[src/rtl/svp_rom_prefetch.sv]
// One-line read-prefetch buffer between the SVP ROM fetch port and arbiter port B.
// Optional hit/miss statistics are enabled with `define SVP_ROM_PF_STATS_EN.
module svp_rom_prefetch #(
  parameter int ADDR_W    = 20,
  parameter int LINE_LOG2 = 2
) (
  input  logic              clk,
  input  logic              rst,
  input  logic              flush,
  input  logic [ADDR_W-1:0] svp_addr,
  input  logic              svp_req,
  output logic              svp_ack,
  output logic [15:0]       svp_do,
  output logic [ADDR_W-1:0] mem_addr,
  output logic              mem_oe,
  output logic              mem_req,
  input  logic              mem_ack,
  input  logic [15:0]       mem_do,
  output logic [15:0]       hit_cnt,
  output logic [15:0]       miss_cnt
);
  localparam int WORDS = 1 << LINE_LOG2;
  localparam int TAG_W = ADDR_W - LINE_LOG2;
  localparam logic [LINE_LOG2:0] FULL_LINE = (LINE_LOG2 + 1)'(WORDS);

  typedef enum logic [1:0] {S_IDLE, S_ISSUE, S_WAIT, S_DRAIN} state_t;

  state_t               r_state, w_state_nxt;
  logic [TAG_W-1:0]     r_line_base, w_line_base_nxt;
  logic                 r_line_vld, w_line_vld_nxt;
  logic [WORDS-1:0]     r_valid, w_valid_nxt;
  logic [15:0]          r_data [WORDS];
  logic [15:0]          w_data_nxt [WORDS];
  logic [LINE_LOG2-1:0] r_fill_ptr, w_fill_ptr_nxt;
  logic [LINE_LOG2:0]   r_fill_left, w_fill_left_nxt;
  logic                 r_svp_ack, w_svp_ack_nxt;
  logic [15:0]          r_svp_do, w_svp_do_nxt;
  logic [ADDR_W-1:0]    r_mem_addr, w_mem_addr_nxt;
  logic                 r_mem_oe, w_mem_oe_nxt;
  logic                 r_mem_req, w_mem_req_nxt;

  logic [TAG_W-1:0]     w_tag;
  logic [LINE_LOG2-1:0] w_idx;
  logic                 w_pend, w_in_line, w_miss, w_mem_done;
  logic                 w_hit, w_fwd, w_miss_start;

  assign w_tag      = svp_addr[ADDR_W-1:LINE_LOG2];
  assign w_idx      = svp_addr[LINE_LOG2-1:0];
  assign w_pend     = (svp_req != r_svp_ack);
  assign w_in_line  = r_line_vld && (w_tag == r_line_base);
  assign w_miss     = w_pend && !w_in_line;
  assign w_mem_done = (mem_ack == r_mem_req);

  // A flush suppresses hits on its edge so a pending request re-evaluates as a miss.
  always_comb begin
    w_state_nxt     = r_state;
    w_line_base_nxt = r_line_base;
    w_line_vld_nxt  = r_line_vld;
    w_valid_nxt     = r_valid;
    w_data_nxt      = r_data;
    w_fill_ptr_nxt  = r_fill_ptr;
    w_fill_left_nxt = r_fill_left;
    w_svp_ack_nxt   = r_svp_ack;
    w_svp_do_nxt    = r_svp_do;
    w_mem_addr_nxt  = r_mem_addr;
    w_mem_oe_nxt    = r_mem_oe;
    w_mem_req_nxt   = r_mem_req;
    w_hit           = 1'b0;
    w_fwd           = 1'b0;
    w_miss_start    = 1'b0;

    if (flush) begin
      w_valid_nxt    = '0;
      w_line_vld_nxt = 1'b0;
      case (r_state)
        S_WAIT, S_DRAIN: begin
          if (w_mem_done) begin
            w_mem_oe_nxt = 1'b0;
            w_state_nxt  = S_IDLE;
          end else begin
            w_state_nxt  = S_DRAIN;
          end
        end
        default: w_state_nxt = S_IDLE;
      endcase
    end else begin
      w_hit = w_pend && w_in_line && r_valid[w_idx];
      case (r_state)
        S_IDLE: w_miss_start = w_miss;
        S_ISSUE: begin
          if (w_miss) begin
            w_miss_start = 1'b1;
          end else begin
            w_mem_addr_nxt = {r_line_base, r_fill_ptr};
            w_mem_oe_nxt   = 1'b1;
            w_mem_req_nxt  = ~r_mem_req;
            w_state_nxt    = S_WAIT;
          end
        end
        S_WAIT: begin
          if (w_mem_done) begin
            w_data_nxt[r_fill_ptr]  = mem_do;
            w_valid_nxt[r_fill_ptr] = 1'b1;
            w_mem_oe_nxt            = 1'b0;
            w_fill_ptr_nxt          = r_fill_ptr + 1'b1;
            w_fill_left_nxt         = r_fill_left - 1'b1;
            w_fwd = w_pend && w_in_line && (w_idx == r_fill_ptr);
            if (w_miss)
              w_miss_start = 1'b1;
            else if (r_fill_left == 1)
              w_state_nxt = S_IDLE;
            else
              w_state_nxt = S_ISSUE;
          end else if (w_miss) begin
            w_state_nxt = S_DRAIN;
          end
        end
        S_DRAIN: begin
          if (w_mem_done) begin
            w_mem_oe_nxt = 1'b0;
            if (w_miss)
              w_miss_start = 1'b1;
            else
              w_state_nxt = S_IDLE;
          end
        end
      endcase

      if (w_hit) begin
        w_svp_ack_nxt = ~r_svp_ack;
        w_svp_do_nxt  = r_data[w_idx];
      end else if (w_fwd) begin
        w_svp_ack_nxt = ~r_svp_ack;
        w_svp_do_nxt  = mem_do;
      end

      if (w_miss_start) begin
        w_line_base_nxt = w_tag;
        w_line_vld_nxt  = 1'b1;
        w_valid_nxt     = '0;
        w_fill_ptr_nxt  = w_idx;
        w_fill_left_nxt = FULL_LINE;
        w_state_nxt     = S_ISSUE;
      end
    end
  end

  always_ff @(negedge clk) begin
    if (rst) begin
      r_state     <= S_IDLE;
      r_line_base <= '0;
      r_line_vld  <= 1'b0;
      r_valid     <= '0;
      r_fill_ptr  <= '0;
      r_fill_left <= '0;
      r_svp_ack   <= svp_req;
      r_svp_do    <= '0;
      r_mem_addr  <= '0;
      r_mem_oe    <= 1'b0;
      r_mem_req   <= 1'b0;
    end else begin
      r_state     <= w_state_nxt;
      r_line_base <= w_line_base_nxt;
      r_line_vld  <= w_line_vld_nxt;
      r_valid     <= w_valid_nxt;
      r_fill_ptr  <= w_fill_ptr_nxt;
      r_fill_left <= w_fill_left_nxt;
      r_svp_ack   <= w_svp_ack_nxt;
      r_svp_do    <= w_svp_do_nxt;
      r_mem_addr  <= w_mem_addr_nxt;
      r_mem_oe    <= w_mem_oe_nxt;
      r_mem_req   <= w_mem_req_nxt;
    end
  end

  // Line data needs no reset: the valid bits guard every read.
  always_ff @(negedge clk) begin
    r_data <= w_data_nxt;
  end

  assign svp_ack  = r_svp_ack;
  assign svp_do   = r_svp_do;
  assign mem_addr = r_mem_addr;
  assign mem_oe   = r_mem_oe;
  assign mem_req  = r_mem_req;

`ifdef SVP_ROM_PF_STATS_EN
  logic [15:0] r_hit_cnt, r_miss_cnt;
  logic        r_miss_owner;

  // The request that started a miss is served by forwarding but is not counted as a hit.
  always_ff @(negedge clk) begin
    if (rst) begin
      r_hit_cnt    <= '0;
      r_miss_cnt   <= '0;
      r_miss_owner <= 1'b0;
    end else begin
      if (w_miss_start) begin
        r_miss_owner <= 1'b1;
        if (r_miss_cnt != 16'hFFFF)
          r_miss_cnt <= r_miss_cnt + 1'b1;
      end else if (w_hit || w_fwd) begin
        r_miss_owner <= 1'b0;
      end
      if ((w_hit || (w_fwd && !r_miss_owner)) && (r_hit_cnt != 16'hFFFF))
        r_hit_cnt <= r_hit_cnt + 1'b1;
    end
  end

  assign hit_cnt  = r_hit_cnt;
  assign miss_cnt = r_miss_cnt;
`else
  assign hit_cnt  = '0;
  assign miss_cnt = '0;
`endif

endmodule

[config.mk]
export PLATFORM = sky130hd
export DESIGN_NAME = svp_rom_prefetch
export DESIGN_NICKNAME = d
export VERILOG_FILES = /design/src/rtl/svp_rom_prefetch.sv
export SDC_FILE = /design/constraint.sdc
export NUM_CORES = 1
export LEC_CHECK = 0
export ABC_CLOCK_PERIOD_IN_PS = 3900
export BUFFER_PORTS_ARGS = -buffer_cell sky130_fd_sc_hd__clkbuf_2
export CAP_MARGIN = 20
export CORE_ASPECT_RATIO = 1.5
export CORE_MARGIN = 10
export CORE_UTILIZATION = 59
export CTS_CLUSTER_DIAMETER = 60
export DETAILED_ROUTE_END_ITERATION = 12
export PLACE_DENSITY = 0.85
export SLEW_MARGIN = 20
export SYNTH_ARGS = -nofsm -noshare
export SYNTH_HDL_FRONTEND = slang
export SYNTH_SLANG_ARGS = --single-unit
[constraint.sdc]
create_clock -name clk -period 3.9 [get_ports clk]
set_clock_uncertainty 0.05 [all_clocks]
set_input_delay 0.78 -clock clk [delete_from_list [all_inputs] [get_ports clk]]
set_output_delay 0.78 -clock clk [all_outputs]
set_load 0.02 [all_outputs]
== Yosys cells after proc, flatten, opt, wreduce, memory -nomap -nowiden ==
Index checks and enable logic that the tools add are counted.

* Register bits after elaboration: 133
* Bits in latches: 0
* Memory bits (writable): 0
* ROM bits: 0
* Input bits: 41
* Output and inout bits: 71
* Logic and storage cells: 119
* Memories kept: 0

* $add $sub $neg: 2
* $mul: 0
* Div/mod/pow operators: 0
* Order comparisons: 6
* Equal/unequal tests: 16
* Shift-type cells: 0
* Muxes and demuxes: 46
* Bitwise operators: 7
* Reductions and logical operators: 27

{| class="wikitable"
|+ Operators by type and width
! operator !! count
|-
| $mux 16 || 5
|-
| $bwmux 64 || 1
|-
| $bmux 16 s2 || 1
|-
| $demux 16 s2 || 1
|-
| $mux 2 || 13
|-
| $eq 18x18->1 || 1
|-
| $mux 1 || 17
|-
| $ne 4x4->1 const B || 3
|-
| $reduce_and 3->1 || 4
|-
| $ne 5x5->1 const B || 2
|-
| $mux 3 || 3
|-
| $reduce_and 2->1 || 4
|-
| $reduce_bool 2->1 || 4
|-
| $logic_and 1x1->1 || 7
|-
| $ge 3x3->1 const B || 2
|-
| $lt 2x3->1 const B || 2
|-
| $not 2->3 || 2
|-
| $pmux 2 s3 || 1
|-
| $reduce_and 6->1 || 1
|-
| $reduce_bool 5->1 || 1
|-
| $eq 2x2->1 const B || 2
|-
| $ne 2x2->1 const B || 2
|-
| $not 1->1 || 4
|-
| $or 4x4->4 || 1
|-
| other kinds (19) || 20
|}

== Logic depth before layout (Yosys ltp) ==
* Depth after elaboration: 11
* Depth in mapped cells: 8
* Mapped depth without buffers: 6

==> flow_summary.ini <==
[cells_and_area]
fillers = 337
fin_util = 0.886
nets = 741
layout-drive-gt1-share = 0.352
syn_to_final_growth_pct = 45.5
seq_area_um2 = 3310
antennaDiodeCount = 0
final_cell_area_um2 = 8250
multi_input_area_um2 = 2600

[routing]
via_per_inst = 6.21
met3_length_um = 2550
drt-total-wl_um = 22200
vias = 5089
dr.pass1.iters = 8
drc = 0
drt_iter0_markers = 631
wl_met1_um = 6700
met2_wirelength_um = 11200
wl_per_cell_um = 27.1
ant_nets = 0
dr.max_layer_used = met4

[place]
portBuffers = 79
gp_congestion = 0.829
place_area_um2 = 6370
dp_hpwl_um = 9060

[yosys]
async_flop_share = 0
synth_top_family_by_area = multiplexers
synth_top_cells_by_count = dfxtp_1, edfxtp_1, nor2_1
yosys_most_used_dff = dfxtp_1
synth-xor-area-share = 0.0417
ys_seq_area_frac = 0.584
synth.area.top_cells = edfxtp_1, dfxtp_1, mux2i_1
yosys-mux-area-fraction = 0.140
synth_top_area_share = 0.344
synthAdderAreaFrac = 0.0132
synth_cell_types = 49
ys_ff_latch = 133
synth_compound_area_frac = 0.0616
syn_area_um2 = 5670
synth_top_area_cell = edfxtp_1
yosys.area_share.simple = 0.0898
synth_cells = 431
yosysMostFrequentCell = dfxtp_1
syn_area_per_cell_um2 = 13.2
ys_warn_count = 0
synth-edff-count = 65

[worst_setup_path]
crit_chain = buf_8 > mux4_2 > a41oi_4 > nor4_4 > nand2_4 > a21oi_4 > clkbuf_16 > a221o_1
critical-path-max-stage-delay_ns = 0.55
cp-end-kind = register
worstSetupStartpointType = primary input
cp.depth = 8
critPathMaxFanout = 8
crit_slowest_cell = mux4_2
cp_num_buf_inv = 2
critPathArrivalTime_ns = 2.62
crit_family = compound AO/OA/AOI/OAI gates
worstSetupPathType = in2reg
r2r_cells = 8
critPathRequiredTime_ns = 2.22

[global_routing]
grt_max_degree = 53
grt-ovfl-total = 0
antenna_found_initial = 0
grt_pass1_wl_um = 25700
grt.total_usage = 0.235
grt_pass1_vias = 5138

[floorplanning]
initial_core_util = 0.609
core_area_um2 = 9310
die-height_um = 140
dieArea_um2 = 14000
die_w_um = 100
num_rows = 43
num_io_pins = 112

[hold_path]
min_path_type = reg2reg
whs_path_depth = 2

[clock_network]
cts_sinks = 133
ctsHtreeMaxLevel = 4
cts_made_buffers = 17
cts_buffer_depth = 2
cts_hold_buffers = 0
cts_tree = built
insertion_delay_ns = 0.55
clkTransAtPathRegs_ns = 0.06
cts_root_buffer = clkbuf_16

[sta]
holdWs_ns = 0.421
tightest_slew_ns = 0.708
slew_headroom = 0.524
drv_slew = 0
finalHoldViolations = 0
tns_ns = -15.23
grt_setup_unrepaired = true
timing.final.ws_setup_ns = -0.399
final-setup-viol-count = 98

[status]
violations = negative setup slack
status = finished with violations

[power_and_ir_drop]
irDropWorstVdd_uv = 518
powerDensity_nw_per_um2 = 511
p_leak_nw = 3.94
total_power_mw = 4.22

[flow_run]
max_cap_violations = 0
final timing paths:
kind                    start    endpoint  slack, ns
hold reg to reg    r_line_vld  r_line_vld       0.42
setup / recovery  svp_addr[0]   svp_do[6]      -0.40
setup reg to reg   r_state[1]   svp_do[6]       1.36
hold / removal     r_line_vld  r_line_vld       0.42
final cells by class:
class	instances	share of cell area
inverters	8	0.00394
multi-input cells	270	0.315
clock buffers	17	0.0516
repair buffers	131	0.134
well taps	112	0.0170
flip-flops and latches	133	0.402
clock inverters	148	0.0768
flip-flops by register name (all words and copies together) (netlist names):
signal,count
r_state,2
r_fill_left,3
mem_addr,20
r_line_base,18
r_line_vld,1
svp_ack,1
mem_req,1
svp_do,16
r_fill_ptr,2
r_valid,4
mem_oe,1
r_data,64
repair_timing:
| action | CTS | global route |
|---|---|---|
| gates cloned | 0 | 9 |
| pin swaps | 7 | 35 |
| setup endpoints to repair | 124 | 133 |
| setup buffers | 8 | 10 |
| gates resized for setup | 26 | 97 |
worst reg2reg max path, cell delays in order, from the launching register on:
cell	delay [ns]
dfxtp_1	0.45
nor2b_1	0.48
a41oi_4	0.28
buf_6	0.20
nor4_4	0.20
a21oi_4	0.13
buf_12	0.18
and2_4	0.16
a221o_1	0.29
power breakdown:
group          internal (mW)  switching [mW]
Clock                   1.12            1.20
Sequential              1.49          0.0304
Combinational          0.169           0.213
Total                   2.78            1.44
cell usage in the layout (no fill, tap or decap), types with 11 or more instances in the layout:
master     synthesis  layout
conb_1             1      32
clkbuf_2           1      69
buf_6              3      18
xnor2_2            0      16
mux4_2            11      11
clkbuf_16          0      23
mux2i_1           39      32
dfxtp_1           68      67
nor2_1            48      43
a221o_1           15      15
and2_4             0      14
buf_4             33      26
inv_1              9     142
edfxtp_1          65      65
through the flow:
| step | setup slack (ns) | instances |
|---|---|---|
| final | -0.399 | 819 |
| after CTS | -0.327 | 804 |
| after floorplan | -0.594 | 462 |
| after detailed placement | -0.833 | 632 |
| after global routing | -0.399 | 819 |
| after global placement | -0.695 | 632 |
logic make-up (layout without fill, tap and decap cells):
| group | Yosys count | count (layout) |
|---|---|---|
| flip-flops | 133 | 133 |
| AND/OR/NAND/NOR | 101 | 104 |
| buffers and inverters | 62 | 304 |
| multiplexers | 56 | 56 |
| AO/OA/AOI/OAI | 45 | 45 |
| XOR/XNOR | 27 | 27 |
| adder cells (fa/ha/maj) | 6 | 6 |
| other | 1 | 32 |
layer usage:
metal | GRT usage | vias to the layer above
li1 | - | 2045
met1 | 0.224 | 2385
met2 | 0.389 | 499
met3 | 0.100 | 160
met4 | 0.172 | 0
met5 | 0 | -
No activity file was read; power rests on OpenSTA's default activity.
